--- config.mk ---
export PLATFORM = sky130hd
export DESIGN_NAME = uart_tx_arbiter
export DESIGN_NICKNAME = d
export VERILOG_FILES = /design/src/rtl/uart_tx_arbiter_pkg.sv /design/src/rtl/uart_tx_arbiter_pick.sv /design/src/rtl/uart_tx_arbiter.sv
export SDC_FILE = /design/constraint.sdc
export NUM_CORES = 1
export LEC_CHECK = 0
export ABC_AREA = 1
export BUFFER_PORTS_ARGS = -buffer_cell sky130_fd_sc_hd__clkbuf_2
export CAP_MARGIN = 10
export CORE_ASPECT_RATIO = 1.25
export CORE_UTILIZATION = 53
export DETAILED_ROUTE_END_ITERATION = 6
export GPL_ROUTABILITY_DRIVEN = 0
export PLACE_DENSITY = 0.87
export SLEW_MARGIN = 20
export SYNTH_ARGS = -nofsm -noshare
export SYNTH_HDL_FRONTEND = slang
export SYNTH_SLANG_ARGS = --single-unit
--- constraint.sdc ---
create_clock -name clk -period 3.15 [get_ports clk]
set_clock_uncertainty 0.15 [all_clocks]
set_input_delay 0.1575 -clock clk [delete_from_list [all_inputs] [get_ports clk]]
set_output_delay 0.1575 -clock clk [all_outputs]
set_load 0.01 [all_outputs]
--- src/rtl/uart_tx_arbiter_pkg.sv ---
// Shared FSM encodings, default watchdog limit and round-robin index helper
// for the UART transmit arbiter; purely declarative, no timing or flow control.
package uart_tx_arbiter_pkg;

  typedef enum logic [1:0] {
    ARB_IDLE  = 2'd0,
    ARB_ISSUE = 2'd1,
    ARB_WAIT  = 2'd2
  } arb_state_e;

  localparam int ACK_TIMEOUT_DEF = 16;

  function automatic int rr_idx(input int last, input int off, input int n);
    return (last + off) % n;
  endfunction

endpackage

--- src/rtl/uart_tx_arbiter_pick.sv ---
// Combinational round-robin pick: first set request after last, wrapping.
// Zero latency; no backpressure, vld_o low when nothing is requesting.
module rr_priority_pick
  import uart_tx_arbiter_pkg::*;
#(
  parameter int NUM_REQ = 4,
  parameter int IDX_W   = 2
) (
  input  logic [NUM_REQ-1:0] req_i,
  input  logic [IDX_W-1:0]   last_i,
  output logic [IDX_W-1:0]   winner_o,
  output logic               vld_o
);

  logic [IDX_W-1:0] idx;

  // Scan farthest-first so the nearest candidate after last overwrites the rest.
  always_comb begin
    winner_o = '0;
    vld_o    = 1'b0;
    idx      = '0;
    for (int k = NUM_REQ; k >= 1; k--) begin
      idx = IDX_W'(rr_idx(int'(last_i), k, NUM_REQ));
      if (req_i[idx]) begin
        winner_o = idx;
        vld_o    = 1'b1;
      end
    end
  end

endmodule

--- src/rtl/uart_tx_arbiter.sv ---
// Round-robin share of one UART transmitter; grant one cycle after a request in IDLE,
// send held until tx_ready falls, next grant only after the frame ends or the watchdog fires.
module uart_tx_arbiter
  import uart_tx_arbiter_pkg::*;
#(
  parameter int NUM_REQ     = 4,
  parameter int DATA_W      = 8,
  parameter int ACK_TIMEOUT = ACK_TIMEOUT_DEF,
  parameter int IDX_W       = 2
) (
  input  logic                      clk,
  input  logic                      rst,
  input  logic [NUM_REQ-1:0]        req,
  input  logic [NUM_REQ*DATA_W-1:0] req_data,
  output logic [NUM_REQ-1:0]        grant,
  output logic [IDX_W-1:0]          grant_id,
  output logic                      tx_send,
  output logic [DATA_W-1:0]         tx_data,
  input  logic                      tx_ready,
  output logic                      busy,
  output logic                      done,
  output logic                      err
);

  localparam int WD_W = $clog2(ACK_TIMEOUT + 1);
  localparam logic [WD_W-1:0] WD_LAST = WD_W'(ACK_TIMEOUT - 1);

  arb_state_e          state_q;
  logic [IDX_W-1:0]    last_q;
  logic [IDX_W-1:0]    grant_id_q;
  logic [NUM_REQ-1:0]  grant_q;
  logic [DATA_W-1:0]   tx_data_q;
  logic [WD_W-1:0]     wd_q;
  logic                tx_send_q;
  logic                done_q;
  logic                err_q;
  logic [IDX_W-1:0]    winner;
  logic                win_vld;

  rr_priority_pick #(
    .NUM_REQ (NUM_REQ),
    .IDX_W   (IDX_W)
  ) u_pick (
    .req_i    (req),
    .last_i   (last_q),
    .winner_o (winner),
    .vld_o    (win_vld)
  );

  always_ff @(posedge clk) begin
    if (!rst) begin
      state_q    <= ARB_IDLE;
      tx_send_q  <= 1'b0;
      tx_data_q  <= '0;
      grant_q    <= '0;
      grant_id_q <= '0;
      done_q     <= 1'b0;
      err_q      <= 1'b0;
      last_q     <= IDX_W'(NUM_REQ - 1);
      wd_q       <= '0;
    end else begin
      grant_q <= '0;
      done_q  <= 1'b0;
      err_q   <= 1'b0;
      case (state_q)
        ARB_IDLE: begin
          if (tx_ready && win_vld) begin
            tx_data_q  <= req_data[winner*DATA_W +: DATA_W];
            tx_send_q  <= 1'b1;
            grant_q    <= NUM_REQ'(1) << winner;
            grant_id_q <= winner;
            last_q     <= winner;
            wd_q       <= '0;
            state_q    <= ARB_ISSUE;
          end
        end
        ARB_ISSUE: begin
          if (!tx_ready) begin
            tx_send_q <= 1'b0;
            state_q   <= ARB_WAIT;
          end else if (wd_q == WD_LAST) begin
            // Never acknowledged: drop the byte, pointer stays on this winner.
            tx_send_q <= 1'b0;
            err_q     <= 1'b1;
            state_q   <= ARB_IDLE;
          end else begin
            wd_q <= wd_q + WD_W'(1);
          end
        end
        ARB_WAIT: begin
          if (tx_ready) begin
            done_q  <= 1'b1;
            state_q <= ARB_IDLE;
          end
        end
        default: state_q <= ARB_IDLE;
      endcase
    end
  end

  assign grant    = grant_q;
  assign grant_id = grant_id_q;
  assign tx_send  = tx_send_q;
  assign tx_data  = tx_data_q;
  assign busy     = (state_q != ARB_IDLE);
  assign done     = done_q;
  assign err      = err_q;

endmodule

==> results.json, run 1 <==
{
  "status": "finished, final reports clean",
  "reg2reg_to": "tx_data[6]$_SDFFE_PN0P_",
  "finalSetupViolCount": 0,
  "drt_first_pass_iters": 4,
  "cts.clk_slew.worst_paths_ns": 0.14,
  "yosys.area_share.adder": 0.0160,
  "crit_type": "reg -> reg",
  "synth_top_area_frac": 0.333,
  "cts_sinks": 26,
  "drt_iter0_drc": 41,
  "cp_common_cell": "nand2_1",
  "grt_pass1_wl_microns": 5970,
  "drive_above_1_share": 0.355,
  "nFillCells": 268,
  "drv_cap": 0,
  "critPathMaxFanout": 20,
  "synth_edf_count": 0,
  "first_global_vias": 1498,
  "synth-compound-area-share": 0.0735,
  "insertion_delay_ns": 0.32,
  "crit_slowest_cell": "dfxtp_1",
  "area_growth_pct": 20.7,
  "stdcell_area_sq_um": 1890,
  "wl_per_cell_microns": 10.7,
  "fin_tns_setup_ns": 0,
  "viasPerCell": 4.98,
  "cts_max_path_buffers": 2,
  "top_layer": "met4",
  "peakVddDrop_v": 0.000459,
  "syn_area_sq_um": 1570,
  "ant_nets": 0,
  "min_path_cells": 5,
  "rsz0062_at_grt": "false",
  "cts_root_buf": "clkbuf_4",
  "whs_endpoint": "tx_data[7]$_SDFFE_PN0P_",
  "yosysMostFrequentCell": "nand2_1",
  "grt-ovfl-total": 0,
  "grt_util_all_layers": 0.236,
  "fmax_mhz": 461,
  "max_stage_delay_ns": 0.59,
  "min_period_ns": 2.17,
  "synth_seq_cells": 26,
  "r2r-start": "last_q[0]$_SDFFE_PN1P_",
  "wl_met3_microns": 131,
  "hold_buffers": 1,
  "die_w_microns": 50.6,
  "wl_met2_microns": 1760,
  "antenna_found_initial": 0,
  "cts_setup_buffers": 0,
  "synthFlopType": "dfxtp_1",
  "synthTopCellsByArea": "dfxtp_1, nand2_1, nand3_1",
  "synthCells": 232,
  "coreArea_sq_um": 2730,
  "synthXorXnorAreaFrac": 0,
  "drt_wl_total_microns": 3420,
  "crit_required_ns": 3.27,
  "post-route-drc-count": 0,
  "hpwlAfterDp_microns": 2610,
  "cp_top_family": "simple AND/OR/NAND/NOR gates",
  "timing.slew.headroom": 0.731,
  "yosys.area_share.simple": 0.467,
  "rows": 21,
  "power.total_mw": 1.33,
  "synth_nets": 273,
  "yosys.cell_types.count": 28,
  "worst_pin_slew_ns": 0.403,
  "diodes": 0,
  "layout.nets": 329,
  "post_cts_resized": 0,
  "place_area_sq_um": 1830,
  "r2r_setup_slack_ns": 0.98,
  "worstPathCellList": "inv_8, nand2_1, nand2_1, nand2_1, nand2_2, nand2_2, nand2_2, nand2_4, nand2_4, inv_2, nand2_1, nand3_1, nand2_1, nor2_2",
  "synth_largest_area_cell": "dfxtp_1",
  "yosysSeqAreaShare": 0.333,
  "hp-class": "in -> reg",
  "finalHoldViolCount": 0,
  "cts_tree": "done",
  "powerDensity_nw_per_um2": 704,
  "synth.area.mux_share": 0,
  "io_buffers": 56,
  "timing.hold.ws_ns": 0.00791,
  "cp.arrival_ns": 2.29,
  "crit_buf_inv": 2,
  "slew_viol_final": 0,
  "r2r_cells": 14,
  "critPathCaptureType": "flop",
  "cts_made_buffers": 3,
  "critPathLaunchType": "flop",
  "synth_common_cells": "nand2_1, nand3_1, dfxtp_1, inv_1",
  "synthArstFlopShare": 0,
  "grt_max_degree": 21,
  "yosys_warnings": 0,
  "io-pin-count": 57,
  "htree_num_levels": 1,
  "route.layer.met1.wl_microns": 1510,
  "die_h_microns": 62.8,
  "synth_top_family_by_area": "simple AND/OR/NAND/NOR gates",
  "min_period_over_period": 0.689,
  "p_leak_nw": 1.02,
  "num_vias": 1597,
  "initial_core_util": 0.573,
  "die-area_sq_um": 3180,
  "avgSynthCellArea_sq_um": 6.75,
  "hold_start": "req_data[23]"
}
## routing by layer
metal,GRT usage,vias up
li1,-,839
met1,0.265,715
met5,0,-
met4,0.0903,0
met2,0.442,39
met3,0.0219,4
## how the worst max path moves through the flow
stage                                       from                 endpoint  slack (ns)  depth (start not counted)
after detailed placement  last_q[0]$_SDFFE_PN1P_  tx_data[0]$_SDFFE_PN0P_        1.05                         13
after CTS                 last_q[0]$_SDFFE_PN1P_  tx_data[0]$_SDFFE_PN0P_        0.99                         14
after global routing      last_q[0]$_SDFFE_PN1P_  tx_data[5]$_SDFFE_PN0P_        0.72                         14
final                     last_q[0]$_SDFFE_PN1P_  tx_data[6]$_SDFFE_PN0P_        0.98                         14
after global placement    last_q[0]$_SDFFE_PN1P_  tx_data[6]$_SDFFE_PN0P_        1.10                         13
after floorplan           last_q[0]$_SDFFE_PN1P_  tx_data[5]$_SDFFE_PN0P_        1.41                         16
## report_power, final
group | internal [mW] | switching [mW]
clock | 0.129 | 0.100
sequential | 0.389 | 0.0414
combinational | 0.230 | 0.441
total | 0.748 | 0.583
## cell families (layout without fill, tap and decap cells)
family | Yosys count | in the layout
flops | 26 | 26
buf+inv | 34 | 89
simple gates | 150 | 150
compound gates | 20 | 20
fa+ha+maj | 2 | 2
## tightest hold or removal path, cell delays in order
cell	delay, ns
clkbuf_2	0.08
nand2_1	0.05
nand3_1	0.06
nand2_1	0.08
nor2_2	0.03
## area by class of cell
cell class / instances / area, sq um / share of cell area
Clock buffer: 3 / 22.5 / 0.0119
Clock inverter: 1 / 30.0 / 0.0159
Inverter: 28 / 113 / 0.0596
Multi-Input combinational cell: 172 / 871 / 0.461
Sequential cell: 26 / 520 / 0.275
Tap cell: 34 / 42.5 / 0.0225
Timing Repair Buffer: 57 / 290 / 0.154
## state kept, by name (all words and copies together) (netlist names)
register	flops
tx_send	1
grant	4
tx_data	8
wd_q	5
last_q	2
grant_id	2
state_q	2
err	1
done	1
## through the flow
step                      instances  utilization  setup slack [ns]
after floorplan                 232            -              1.41
after global placement          316        0.668              1.10
after detailed placement        316        0.668              1.05
after CTS                       321        0.691             0.993
after global routing            321        0.691             0.717
final                           321        0.691             0.980
## cell usage in the layout (no fill, tap or decap), types with 2 or more instances in the layout
cell,n
ha_1,2
clkbuf_4,3
inv_1,20
nor2_1,18
nand2_4,3
nand3_4,2
nor2_2,8
clkbuf_2,56
o21ai_0,6
a21oi_1,8
dfxtp_1,26
nand3_1,30
nand2_2,18
nand2_1,68
inv_2,7
Power figures use the tool's default switching activity.
==> run 2, diff against run 1 <==
--- a/config.mk
+++ b/config.mk
@@ -9,10 +9,10 @@
 export BUFFER_PORTS_ARGS = -buffer_cell sky130_fd_sc_hd__clkbuf_2
 export CAP_MARGIN = 10
 export CORE_ASPECT_RATIO = 1.25
-export CORE_UTILIZATION = 53
+export CORE_UTILIZATION = 49
 export DETAILED_ROUTE_END_ITERATION = 6
 export GPL_ROUTABILITY_DRIVEN = 0
-export PLACE_DENSITY = 0.87
+export PLACE_DENSITY = 0.81
 export SLEW_MARGIN = 20
 export SYNTH_ARGS = -nofsm -noshare
 export SYNTH_HDL_FRONTEND = slang
==> constraint.sdc (replaced) <==
create_clock -name clk -period 2.2 [get_ports clk]
set_clock_uncertainty 0.15 [all_clocks]
set_input_delay 0.11 -clock clk [delete_from_list [all_inputs] [get_ports clk]]
set_output_delay 0.11 -clock clk [all_outputs]
set_load 0.01 [all_outputs]
==> results.json, run 2 (synthesis gave the netlist of run 1 again) <==
{
  "rows": 22,
  "diodes": 0,
  "pwr-share-comb": 0.533,
  "crit_type": "reg -> reg",
  "cts_max_path_buffers": 2,
  "powerDensity_nw_per_um2": 919,
  "viasPerCell": 5.17,
  "area_growth_pct": 42.0,
  "timing.hold.ws_ns": -0.00904,
  "antenna_found_initial": 0,
  "ant_nets": 0,
  "io-pin-count": 57,
  "cts_made_buffers": 3,
  "fmax_mhz": 480,
  "worst_pin_slew_ns": 0.352,
  "layout_common_cells": "nand2_1, clkbuf_2, dlygate4sd3_1",
  "status": "finished, violations left",
  "drv_cap": 0,
  "cts_root_buf": "clkbuf_4",
  "cp.arrival_ns": 2.17,
  "post-route-drc-count": 0,
  "timing.slew.headroom": 0.766,
  "grt_max_degree": 18,
  "fin_tns_setup_ns": 0,
  "stdcell_area_sq_um": 2220,
  "violations": "negative hold slack",
  "grt_util_all_layers": 0.293,
  "critPathCaptureType": "flop",
  "drt_wl_total_microns": 4510,
  "drive_above_1_share": 0.326,
  "power.total_mw": 2.04,
  "place_area_sq_um": 1850,
  "insertion_delay_ns": 0.33,
  "htree_num_levels": 1,
  "finalSetupViolCount": 0,
  "grt-ovfl-total": 0,
  "finalHoldViolCount": 1,
  "num_vias": 1837,
  "cts_sinks": 26,
  "cts.clk_slew.worst_paths_ns": 0.15,
  "rsz0062_at_grt": "false",
  "slew_viol_final": 0,
  "largest_reg_flops": 8,
  "drt_iter0_drc": 61,
  "coreArea_sq_um": 3000,
  "critPathLaunchType": "flop",
  "die_w_microns": 52.6,
  "drt_first_pass_iters": 4,
  "final_common_cell": "nand2_1",
  "hpwlAfterDp_microns": 2680,
  "die-area_sq_um": 3430,
  "peakVddDrop_v": 0.000731,
  "wl_per_cell_microns": 12.7,
  "layout.nets": 361,
  "switchingPower_mw": 0.897,
  "die_h_microns": 65.2,
  "p_int_mw": 1.15,
  "min_period_ns": 2.08,
  "pwr-share-clk": 0.164,
  "max_stage_delay_ns": 0.47,
  "hp-class": "in -> reg",
  "io_buffers": 56,
  "dp.cells": 319,
  "grt_pass1_wl_microns": 7450,
  "critPathMaxFanout": 6,
  "switching_share": 0.439,
  "crit_required_ns": 2.29,
  "worstPathCellList": "inv_2, nand2_1, nand2_2, nand2_1, nand2_2, nor2_2, nand2_1, nand3_2, inv_2, nor2_2, nand3_1, nand2_1, nor2_2",
  "p_leak_nw": 1.16,
  "first_global_vias": 1791,
  "cts_setup_buffers": 0,
  "min_period_over_period": 0.946,
  "initial_core_util": 0.522,
  "pwr-share-seq": 0.303,
  "crit_slowest_cell": "dfxtp_1",
  "cp_common_cell": "nand2_1",
  "final_cells": 355,
  "cts_tree": "done"
}
run 2: through the flow:
| stage | setup WS [ns] | util |
|---|---|---|
| 6_report | 0.119 | 0.741 |
| 3_3_place_gp | 0.179 | 0.616 |
| 3_5_place_dp | 0.149 | 0.616 |
| 4_1_cts | 0.118 | 0.741 |
| 2_1_floorplan | 0.456 | - |
| 5_1_grt | 0.0384 | 0.741 |
run 2: worst paths after layout:
kind	end	slack [ns]	from	depth (start not counted)
worst max-delay path	tx_data[0]$_SDFFE_PN0P_	0.12	last_q[1]$_SDFFE_PN1P_	13
worst min-delay path	tx_data[3]$_SDFFE_PN0P_	-0.009	req_data[3]	5
worst max register to register	tx_data[0]$_SDFFE_PN0P_	0.12	last_q[1]$_SDFFE_PN1P_	13
worst min register to register	wd_q[0]$_SDFFE_PN0P_	0.35	wd_q[0]$_SDFFE_PN0P_	2
run 2: layout make-up:
cell class | instances | area, sq um
Clock buffer | 3 | 22.5
Sequential cell | 26 | 522
Multi-Input combinational cell | 172 | 871
Fill cell | 194 | 777
Tap cell | 36 | 45.0
Clock inverter | 1 | 30.0
Inverter | 28 | 113
Timing Repair Buffer | 89 | 621
run 2: worst max-delay path: cells and delay by family (launching register included):
family / cells / cell delay, ns
buffers and inverters: 2 / 0.16
flip-flops: 1 / 0.47
AND/OR/NAND/NOR: 11 / 1.21
run 2: power by group through the flow:
stage	Combinational, mW	Clock, mW	Sequential [mW]
after floorplan	0.807	0	0.641
after global placement	0.993	0	0.624
after detailed placement	1.00	0	0.626
after CTS	1.05	0.337	0.615
after global routing	1.21	0.360	0.629
final	1.09	0.335	0.620
run 2: layer usage:
layer	wire length (microns)	part of all wire	track usage	vias to the layer above
li1	-	-	-	907
met1	1720	0.38	0.324	823
met2	2290	0.51	0.509	79
met3	235	0.052	0.0347	28
met4	265	0.059	0.188	0
met5	0	0	0	-
run 2: repair_timing:
| item | CTS | global route |
|---|---|---|
| endpoints found under the hold margin | 11 | 0 |
| endpoints found under the setup margin | 0 | 5 |
| gates resized for setup | 0 | 1 |
| hold buffers | 32 | 0 |
